[src/rtl/memc_dma_port_if.sv]
// DMA request/return and single-port SRAM bus bundle for memc_dma_port.
// slave = memory-controller view, master = DMA + SRAM environment view.
interface memc_dma_port_if #(
    parameter int ADDR_WIDTH = 24,
    parameter int DATA_WIDTH = 32
);
    logic                  dma__memc__write_valid;
    logic [ADDR_WIDTH-1:0] dma__memc__write_address;
    logic [DATA_WIDTH-1:0] dma__memc__write_data;
    logic                  memc__dma__write_ready;

    logic                  dma__memc__read_valid;
    logic [ADDR_WIDTH-1:0] dma__memc__read_address;
    logic                  dma__memc__read_pause;
    logic                  memc__dma__read_ready;
    logic [DATA_WIDTH-1:0] memc__dma__read_data;
    logic                  memc__dma__read_data_valid;

    logic                  memc__sram__cs;
    logic                  memc__sram__we;
    logic [ADDR_WIDTH-1:0] memc__sram__address;
    logic [DATA_WIDTH-1:0] memc__sram__write_data;
    logic [DATA_WIDTH-1:0] sram__memc__read_data;

    modport slave (
        input  dma__memc__write_valid, dma__memc__write_address, dma__memc__write_data,
        input  dma__memc__read_valid, dma__memc__read_address, dma__memc__read_pause,
        input  sram__memc__read_data,
        output memc__dma__write_ready, memc__dma__read_ready,
        output memc__dma__read_data, memc__dma__read_data_valid,
        output memc__sram__cs, memc__sram__we, memc__sram__address, memc__sram__write_data
    );

    modport master (
        output dma__memc__write_valid, dma__memc__write_address, dma__memc__write_data,
        output dma__memc__read_valid, dma__memc__read_address, dma__memc__read_pause,
        output sram__memc__read_data,
        input  memc__dma__write_ready, memc__dma__read_ready,
        input  memc__dma__read_data, memc__dma__read_data_valid,
        input  memc__sram__cs, memc__sram__we, memc__sram__address, memc__sram__write_data
    );
endinterface

[src/rtl/memc_dma_port.sv]
// DMA-to-single-port-SRAM controller: write/read arbitration, credited in-order read return FIFO.
// Optional access counters enabled by defining MEMC_DMA_PORT_ACCESS_CNT_EN.
module memc_dma_port #(
    parameter int ADDR_WIDTH = 24,
    parameter int DATA_WIDTH = 32,
    parameter int RDQ_DEPTH  = 4    // power of 2, >= 2
) (
    input  logic clk,
    input  logic reset_poweron_n,
`ifdef MEMC_DMA_PORT_ACCESS_CNT_EN
    output logic [15:0] memc__stat__write_count,
    output logic [15:0] memc__stat__read_count,
`endif
    memc_dma_port_if.slave bus
);
    localparam int PTR_W = $clog2(RDQ_DEPTH);
    localparam int CNT_W = PTR_W + 1;

    logic                  wr_grant;
    logic                  rd_grant;
    logic                  prio_rd;      // 1: read wins the next contended cycle
    logic                  read_ok;
    logic [CNT_W:0]        credit_used;

    // vld_pipe[0]: SRAM read strobe on the bus, vld_pipe[1]: SRAM read data on the bus
    logic [1:0]            vld_pipe;
    logic                  push;
    logic                  pop;

    logic [DATA_WIDTH-1:0] rdq [RDQ_DEPTH];
    logic [PTR_W-1:0]      wr_ptr;
    logic [PTR_W-1:0]      rd_ptr;
    logic [CNT_W-1:0]      occ;

    // Reads already issued to the SRAM hold a FIFO slot until they land.
    assign credit_used = (CNT_W+1)'(occ) + (CNT_W+1)'(vld_pipe[0]) + (CNT_W+1)'(vld_pipe[1]);
    assign read_ok     = credit_used < (CNT_W+1)'(RDQ_DEPTH);

    always_comb begin
        wr_grant = 1'b0;
        rd_grant = 1'b0;
        if (reset_poweron_n) begin
            if (bus.dma__memc__write_valid &&
                !(bus.dma__memc__read_valid && read_ok && prio_rd))
                wr_grant = 1'b1;
            else if (bus.dma__memc__read_valid && read_ok)
                rd_grant = 1'b1;
        end
    end

    assign bus.memc__dma__write_ready = wr_grant;
    assign bus.memc__dma__read_ready  = rd_grant;

    always_ff @(posedge clk or negedge reset_poweron_n) begin
        if (!reset_poweron_n) begin
            prio_rd <= 1'b0;
        end else if (wr_grant) begin
            prio_rd <= 1'b1;
        end else if (rd_grant) begin
            prio_rd <= 1'b0;
        end
    end

    always_ff @(posedge clk or negedge reset_poweron_n) begin
        if (!reset_poweron_n) begin
            bus.memc__sram__cs         <= 1'b0;
            bus.memc__sram__we         <= 1'b0;
            bus.memc__sram__address    <= '0;
            bus.memc__sram__write_data <= '0;
            vld_pipe                   <= '0;
        end else begin
            bus.memc__sram__cs <= wr_grant | rd_grant;
            bus.memc__sram__we <= wr_grant;
            if (wr_grant) begin
                bus.memc__sram__address    <= bus.dma__memc__write_address;
                bus.memc__sram__write_data <= bus.dma__memc__write_data;
            end else if (rd_grant) begin
                bus.memc__sram__address    <= bus.dma__memc__read_address;
            end
            vld_pipe <= {vld_pipe[0], rd_grant};
        end
    end

    assign push = vld_pipe[1];
    assign pop  = (occ != '0) && !bus.dma__memc__read_pause;

    always_ff @(posedge clk) begin
        if (push)
            rdq[wr_ptr] <= bus.sram__memc__read_data;
    end

    always_ff @(posedge clk or negedge reset_poweron_n) begin
        if (!reset_poweron_n) begin
            wr_ptr <= '0;
            rd_ptr <= '0;
            occ    <= '0;
        end else begin
            if (push) wr_ptr <= wr_ptr + PTR_W'(1);
            if (pop)  rd_ptr <= rd_ptr + PTR_W'(1);
            unique case ({push, pop})
                2'b10:   occ <= occ + CNT_W'(1);
                2'b01:   occ <= occ - CNT_W'(1);
                default: ;
            endcase
        end
    end

    // Head is zeroed whenever it is not being delivered, so reset/empty show 0.
    assign bus.memc__dma__read_data_valid = pop;
    assign bus.memc__dma__read_data       = pop ? rdq[rd_ptr] : '0;

`ifdef MEMC_DMA_PORT_ACCESS_CNT_EN
    logic [15:0] wr_cnt;
    logic [15:0] rd_cnt;

    always_ff @(posedge clk or negedge reset_poweron_n) begin
        if (!reset_poweron_n) begin
            wr_cnt <= '0;
            rd_cnt <= '0;
        end else begin
            if (wr_grant && wr_cnt != 16'hFFFF) wr_cnt <= wr_cnt + 16'd1;
            if (rd_grant && rd_cnt != 16'hFFFF) rd_cnt <= rd_cnt + 16'd1;
        end
    end

    assign memc__stat__write_count = wr_cnt;
    assign memc__stat__read_count  = rd_cnt;
`endif
endmodule

[src/flat_wrapper.sv]
// flat-port wrapper written by rule: the top's interface ports become plain ports
module memc_dma_port_flat 
#(
    parameter int ADDR_WIDTH = 24,
    parameter int DATA_WIDTH = 32,
    parameter int RDQ_DEPTH  = 4                       
)
  (clk, reset_poweron_n, bus_dma__memc__write_valid, bus_dma__memc__write_address, bus_dma__memc__write_data, bus_dma__memc__read_valid, bus_dma__memc__read_address, bus_dma__memc__read_pause, bus_sram__memc__read_data, bus_memc__dma__write_ready, bus_memc__dma__read_ready, bus_memc__dma__read_data, bus_memc__dma__read_data_valid, bus_memc__sram__cs, bus_memc__sram__we, bus_memc__sram__address, bus_memc__sram__write_data);
  memc_dma_port_if #(.ADDR_WIDTH(ADDR_WIDTH), .DATA_WIDTH(DATA_WIDTH)) bus_i ();
  input  logic clk;
  input  logic reset_poweron_n;
  input wire logic [$bits(bus_i.dma__memc__write_valid)-1:0] bus_dma__memc__write_valid;
  input wire logic [$bits(bus_i.dma__memc__write_address)-1:0] bus_dma__memc__write_address;
  input wire logic [$bits(bus_i.dma__memc__write_data)-1:0] bus_dma__memc__write_data;
  input wire logic [$bits(bus_i.dma__memc__read_valid)-1:0] bus_dma__memc__read_valid;
  input wire logic [$bits(bus_i.dma__memc__read_address)-1:0] bus_dma__memc__read_address;
  input wire logic [$bits(bus_i.dma__memc__read_pause)-1:0] bus_dma__memc__read_pause;
  input wire logic [$bits(bus_i.sram__memc__read_data)-1:0] bus_sram__memc__read_data;
  output wire logic [$bits(bus_i.memc__dma__write_ready)-1:0] bus_memc__dma__write_ready;
  output wire logic [$bits(bus_i.memc__dma__read_ready)-1:0] bus_memc__dma__read_ready;
  output wire logic [$bits(bus_i.memc__dma__read_data)-1:0] bus_memc__dma__read_data;
  output wire logic [$bits(bus_i.memc__dma__read_data_valid)-1:0] bus_memc__dma__read_data_valid;
  output wire logic [$bits(bus_i.memc__sram__cs)-1:0] bus_memc__sram__cs;
  output wire logic [$bits(bus_i.memc__sram__we)-1:0] bus_memc__sram__we;
  output wire logic [$bits(bus_i.memc__sram__address)-1:0] bus_memc__sram__address;
  output wire logic [$bits(bus_i.memc__sram__write_data)-1:0] bus_memc__sram__write_data;
  assign bus_i.dma__memc__write_valid = bus_dma__memc__write_valid;
  assign bus_i.dma__memc__write_address = bus_dma__memc__write_address;
  assign bus_i.dma__memc__write_data = bus_dma__memc__write_data;
  assign bus_i.dma__memc__read_valid = bus_dma__memc__read_valid;
  assign bus_i.dma__memc__read_address = bus_dma__memc__read_address;
  assign bus_i.dma__memc__read_pause = bus_dma__memc__read_pause;
  assign bus_i.sram__memc__read_data = bus_sram__memc__read_data;
  assign bus_memc__dma__write_ready = bus_i.memc__dma__write_ready;
  assign bus_memc__dma__read_ready = bus_i.memc__dma__read_ready;
  assign bus_memc__dma__read_data = bus_i.memc__dma__read_data;
  assign bus_memc__dma__read_data_valid = bus_i.memc__dma__read_data_valid;
  assign bus_memc__sram__cs = bus_i.memc__sram__cs;
  assign bus_memc__sram__we = bus_i.memc__sram__we;
  assign bus_memc__sram__address = bus_i.memc__sram__address;
  assign bus_memc__sram__write_data = bus_i.memc__sram__write_data;
  memc_dma_port #(.ADDR_WIDTH(ADDR_WIDTH), .DATA_WIDTH(DATA_WIDTH), .RDQ_DEPTH(RDQ_DEPTH)) u_core (.clk(clk), .reset_poweron_n(reset_poweron_n), .bus(bus_i));
endmodule
[config.mk]
export PLATFORM = sky130hd
export DESIGN_NAME = memc_dma_port_flat
export DESIGN_NICKNAME = d
export VERILOG_FILES = /design/src/rtl/memc_dma_port_if.sv /design/src/rtl/memc_dma_port.sv /design/src/flat_wrapper.sv
export SDC_FILE = /design/constraint.sdc
export NUM_CORES = 1
export LEC_CHECK = 0
export CORE_MARGIN = 5
export CORE_UTILIZATION = 40
export CTS_CLUSTER_DIAMETER = 60
export DETAILED_ROUTE_END_ITERATION = 8
export GPL_TIMING_DRIVEN = 0
export PLACE_DENSITY_LB_ADDON = 0.25
export REMOVE_ABC_BUFFERS = 1
export SLEW_MARGIN = 10
export SYNTH_ARGS = -nofsm -noshare
export SYNTH_HDL_FRONTEND = slang
export SYNTH_SLANG_ARGS = --single-unit
[constraint.sdc]
create_clock -name clk -period 3.4 [get_ports clk]
set_input_delay 0.68 -clock clk [delete_from_list [all_inputs] [get_ports clk]]
set_output_delay 0.68 -clock clk [all_outputs]
set_load 0.01 [all_outputs]
=== After elaboration in Yosys (flattened, before gate mapping) ===
Memory sizes are Yosys's and may differ from the RTL's.
Cells that the tools add are included.

* Bits in registers: 68
* Input port bits: 117
* RAM bits: 128
* Memories kept: 1
* Word-level logic and storage cells: 42

{| class="wikitable"
|+ Memory list
! memory !! depth !! width !! rd ports !! clocked after memory_dff !! write ports !! line !! RTL
|-
| u_core.rdq || 4 || 32 || 1 || 0 || 1 || memc_dma_port.sv:30 || <nowiki>logic [DATA_WIDTH-1:0] rdq [RDQ_DEPTH];</nowiki>
|}

* Equality and inequality tests: 2
* Magnitude comparators: 1
* Bitwise operators: 1
* Mux-type cells: 13
* Reduce and logical (&&, ||, !) cells: 9
* Add/subtract/negate cells: 6

{| class="wikitable"
|+ Operator list
! kind !! number
|-
| 24-bit two-way mux || 2
|-
| 32-bit two-way mux || 1
|-
| 1-bit two-way mux || 9
|-
| 3-bit one-hot mux with 2 select lines || 1
|-
| 2-bit by 1-bit adder with 2-bit output, second input constant || 2
|-
| 3-bit by 1-bit adder with 4-bit output || 1
|-
| 4-bit by 1-bit adder with 4-bit output || 1
|-
| 1-bit logical AND || 4
|-
| 4-bit by 3-bit < comparator with 1-bit output, second input constant || 1
|-
| 2-bit nonzero test || 2
|-
| 3-bit by 1-bit adder with 3-bit output, second input constant || 1
|-
| 3-bit nonzero test || 1
|-
| 3-bit by 1-bit subtractor with 3-bit output, second input constant || 1
|-
| 2-bit by 1-bit == test with 1-bit output, second input constant || 1
|-
| 2-bit == test, second input constant || 1
|-
| 1-bit zero test || 2
|-
| 1-bit OR || 1
|}

=== Depth between registers and ports, before layout ===
Gate-level depths: netlist of the first run.

* Depth in word-level cells: 11
* Mapped depth: 9
* Mapped depth without buffers: 8

=== Worst setup path before layout of the first run ===
Ideal clock, no wire load.

* Path kind: input-to-reg
* Start point: in bus_dma__memc__read_pause
* End point: reg u_core.occ[2]
* Library setup time: 79 ps
* Cell stages on the path: 8
* Path slack: 1,022 ps
* Data arrival time: 2,298 ps
* Cell sequence: nor2_1 > clkbuf_1 > ha_1 > inv_1 > fa_1 > xor2_1 > nor2_1 > xor2_1

* Longest elaborated chain between the ends: 4
* Elaborated cells on any way between the ends: 6
* Those cells by class: eq/ne (2); mux (1); reduce/logical (3)

{| class="wikitable"
|+ Ends and longest elaborated chain
! element !! line !! RTL
|-
| start, declared || flat_wrapper.sv:17 || <nowiki>input wire logic [$bits(bus_i.dma__memc__read_pause)-1:0] bus_dma__memc__read_pause;</nowiki>
|-
| 1-bit zero test * || memc_dma_port.sv:85 || <nowiki>assign pop = (occ != '0) && !bus.dma__memc__read_pause;</nowiki>
|-
| 1-bit logical AND * || memc_dma_port.sv:85 ||
|-
| named net bus_memc__dma__read_data_valid || flat_wrapper.sv:22 || <nowiki>output wire logic [$bits(bus_i.memc__dma__read_data_valid)-1:0] bus_memc__dma__read_data_valid;</nowiki>
|-
| 2-bit by 1-bit == test with 1-bit output or 2-bit == test (tied branches) || memc_dma_port.sv:100 || <nowiki>unique case ({push, pop})</nowiki>
|-
| 3-bit one-hot mux with 2 select lines or 2-bit nonzero test (tied branches) || - ||
|-
| end signal, assigned || memc_dma_port.sv:101 || <nowiki>2'b10: occ <= occ + CNT_W'(1);</nowiki>
|-
| end signal, assigned || memc_dma_port.sv:102 || <nowiki>2'b01: occ <= occ - CNT_W'(1);</nowiki>
|-
| end, declared || memc_dma_port.sv:33 || <nowiki>logic [CNT_W-1:0] occ;</nowiki>
|}

The timed path passes the listed nets; every way through them passes the cells marked *.
A chain may end at the register's enable or synchronous reset.

=== Worst setup path after layout of the first run ===
* Start point: reg u_core.rd_ptr[0]
* End point: out bus_memc__dma__read_data[9]

* Longest elaborated chain between the ends: 2

{| class="wikitable"
|+ Ends and longest elaborated chain
! element !! line !! RTL
|-
| start, declared || memc_dma_port.sv:32 || <nowiki>logic [PTR_W-1:0] rd_ptr;</nowiki>
|-
| start signal, assigned || memc_dma_port.sv:99 || <nowiki>if (pop) rd_ptr <= rd_ptr + PTR_W'(1);</nowiki>
|-
| memory 4 x 32 bit || - ||
|-
| 32-bit two-way mux || memc_dma_port.sv:110 || <nowiki>assign bus.memc__dma__read_data = pop ? rdq[rd_ptr] : '0;</nowiki>
|-
| end, declared || flat_wrapper.sv:21 || <nowiki>output wire logic [$bits(bus_i.memc__dma__read_data)-1:0] bus_memc__dma__read_data;</nowiki>
|}

No other way between the ends.

==> results of run 1 <==
per-layer routing:
| metal | vias to the layer above | share of wire [%] |
|---|---|---|
| met5 | - | 0 |
| met4 | 0 | 0.49 |
| met3 | 5 | 10 |
| met2 | 175 | 50 |
| met1 | 2219 | 39 |
| li1 | 2038 | - |
registers in the layout (all words and copies together) (netlist names):
name and count:
u_core.bus.memc__sram__cs 1, u_core.bus.memc__sram__we 1, u_core.wr_ptr 2, u_core.prio_rd 1, u_core.vld_pipe 2, u_core.rdq 128
u_core.bus.memc__sram__write_data 32, u_core.occ 3, u_core.bus.memc__sram__address 24, u_core.rd_ptr 2
worst max-delay path: stages, from the launching register on:
cell	delay (ps)
dfrtp_4	700
buf_12	260
mux4_2	500
and2_1	180
clkdlybuf4s50_1	480
cell type report:
type                            instances  share of cell area (%)
Clock buffer                           17                    3.86
Clock inverter                         15                    1.53
Inverter                                7                   0.238
Multi-Input combinational cell        201                    19.4
Sequential cell                       196                    50.3
Tap cell                              265                    3.01
Timing Repair Buffer                  224                    21.7
through the flow:
stage | total power, mW | setup TNS (ps) | hold slack (ps)
CTS | 7.96 | 0 | 147
global placement | 5.86 | -346520 | 381
global route | 8.29 | 0 | 153
detailed placement | 5.94 | -437 | 382
floorplan | 4.55 | -26070 | 372
finish | 7.87 | 0 | 156
report_power, final:
part	leakage, nW	switching, mW	total, mW	internal (mW)
registers	1.97	0.317	3.27	2.95
logic	1.90	1.01	2.62	1.60
clock network	0.274	0.938	1.98	1.05
total	4.14	2.27	7.87	5.60
cells in the mapped netlist (2+ instances only):
cell      instances
clkbuf_1          5
ha_1              6
buf_6             8
and2_1           36
mux4_2           32
edfxtp_1        128
xnor2_1           2
mux2i_1          25
mux2_2            3
buf_2             3
dfrtp_1          68
buf_12            3
nor2_1            2
o21ai_0          25
inv_1             7
xor2_1            4
nand2_1          28
buf_4             3
mux2_4           29
worst paths after layout:
check / slack [ps] / end / depth (start not counted) / from
max in group asynchronous: 2680 / u_core.bus.memc__sram__write_data[16] / 2 / reset_poweron_n
worst min register to register: 410 / u_core.vld_pipe[1] / 0 / u_core.vld_pipe[0]
worst max-delay path: 180 / bus_memc__dma__read_data[9] / 4 / u_core.rd_ptr[0]
worst min-delay path: 160 / u_core.bus.memc__sram__address[1] / 1 / reset_poweron_n
min in group clk: 410 / u_core.vld_pipe[1] / 0 / u_core.vld_pipe[0]
worst max register to register: 1280 / u_core.bus.memc__sram__write_data[31] / 6 / u_core.vld_pipe[1]
kinds of logic (layout without fill, tap and decap cells):
| family | Yosys count | after routing |
|---|---|---|
| AND/OR/NAND/NOR | 71 | 71 |
| multiplexers | 89 | 89 |
| flip-flops | 196 | 196 |
| adder cells (fa/ha/maj) | 7 | 7 |
| XOR/XNOR | 6 | 6 |
| buffers and inverters | 30 | 263 |
| AO/OA/AOI/OAI | 28 | 28 |
what timing repair did:
item,in CTS,in global routing
endpoints found under the setup margin,2,31
pin swaps,2,0
buffers inserted,2,1
==> results.txt, run 1 <==
Final core occ -> 56.7%
Unique masters post-synth -> 29
Worst hold path class -> input port to asynchronous set/reset pin
GRT met1 Usage -> 18.6%
Gp weighted congestion -> 0.804
Core Region -> 0.0195 sq mm
Share of cells above drive strength 1 -> 18.5%
Mux share of post-synthesis cell area -> 18.2%
Worst VDD drop -> 0.384 mV
Main area contributors after synthesis -> edfxtp_1 (49%), dfrtp_1 (22%), mux4_2 (9.1%)
Post-Syn Area -> 0.00790 sq mm
Met3 Use GR -> 7.53%
Largest net degree at the start of global routing -> 48
Row count -> 51
GRT busiest layer -> met2
Dpl cell area -> 0.0104 sq mm
N_diodes -> 0
F_max -> 311 MHz
Via Count -> 4437
# DRC -> 0
Wire per inst -> 19.3 microns
Top cell type's share of synthesized area -> 48.7%
Final Cell Area -> 0.0110 sq mm
Post-synth EDFFs -> 128
Startpoint types -> register
Cell accounting for the most synthesized area -> edfxtp_1
CTS resizes -> 0
Worst EP arrival -> 2540 ps
Simple logic cell fraction of the synthesized area -> 4.74%
First-pass GRT wire length -> 27.4 mm
Die Y-Extent -> 151 microns
Power per cell area -> 713 mW/mm^2
Top FF cell, synth -> edfxtp_1
Register area share after synthesis -> 70.2%
Vias in the first global route -> 4988
Critical path class -> register to primary output
Final WS setup -> 184 ps
Clock-pin slew on the worst setup and hold paths -> 80 ps
Footprint of the multi-input gates -> 0.00214 sq mm
Initial antenna violation count -> 0
Pre-CTS WS -> -290 ps
Async set-reset flop share out of synthesis -> 34.7%
Min Clock Period, post-route -> 3220 ps
Hold_buf cts -> 0
Post-Route Skew -> 19.3 ps
CP max FO -> 18
CTS max path bufs -> 2
Unrepaired setup endpoints after global routing -> no
Global-route met2 utilization -> 27.1%
Synth Area in Compound Gates -> 1.95%
Register bit total from synthesis -> 196
CTS tree -> yes
Initial DRC Count -> 203
Antenna viol nets, final -> 0
Outcome -> completed
Gr usage total -> 16.0%
Clock sink count -> 196
Most frequent cells in the layout -> clkdlybuf4s50_1 (208), edfxtp_1 (128), dfrtp_1 (66)
Synthesized area per cell -> 18.5 sq um
Leading cell type in the layout, fill and taps excluded -> clkdlybuf4s50_1
Reg area -> 0.00555 sq mm
Die W -> 151 microns
Normalized max-slew margin -> 71.5%
GRT overflow -> 0
YS warnings -> 0
Synth Area in Adders -> 1.20%
Starting density of the core -> 40.6%
CTS Root Cell -> clkbuf_16
Max Transition Viols Final -> 0
Max Cap Viol -> 0
Drt pass-1 iters -> 4
Crit end category -> primary output
Final hold vios -> 0
Number of CTS-inserted buffers -> 17
Xor-xnor portion of the synthesized cell area -> 0.665%
Die area -> 0.0227 sq mm
Routed WL -> 17.9 mm
Worst skew pair latency -> 430 ps
CP Data Required Time -> 2720 ps
# setup viols final -> 0
Post-layout nets -> 771
H-tree depth -> 4
Worst slew pin tran -> 427 ps
Number of buffers added on ports -> 209
# IOs -> 210
Inst Count DP -> 890
Largest family of logic cells by synthesized area -> multiplexers
Mapped Cells -> 427
Crit share post-route -> 94.6%
Pleak -> 4.14 nW
Post-route insts no fill -> 925
# fillers -> 1499
Hpwl dp -> 12.5 mm
Area grow syn2layout -> 39.6%
Vias per cell -> 4.80
(Power assumes the default switching activity.)
==> run 2, diff against run 1 <==
- ABC_CLOCK_PERIOD_IN_PS: unset -> 3400
==> results of run 2 <==
Same layout as run 1: the final DEF is identical, and so are final timing and power.
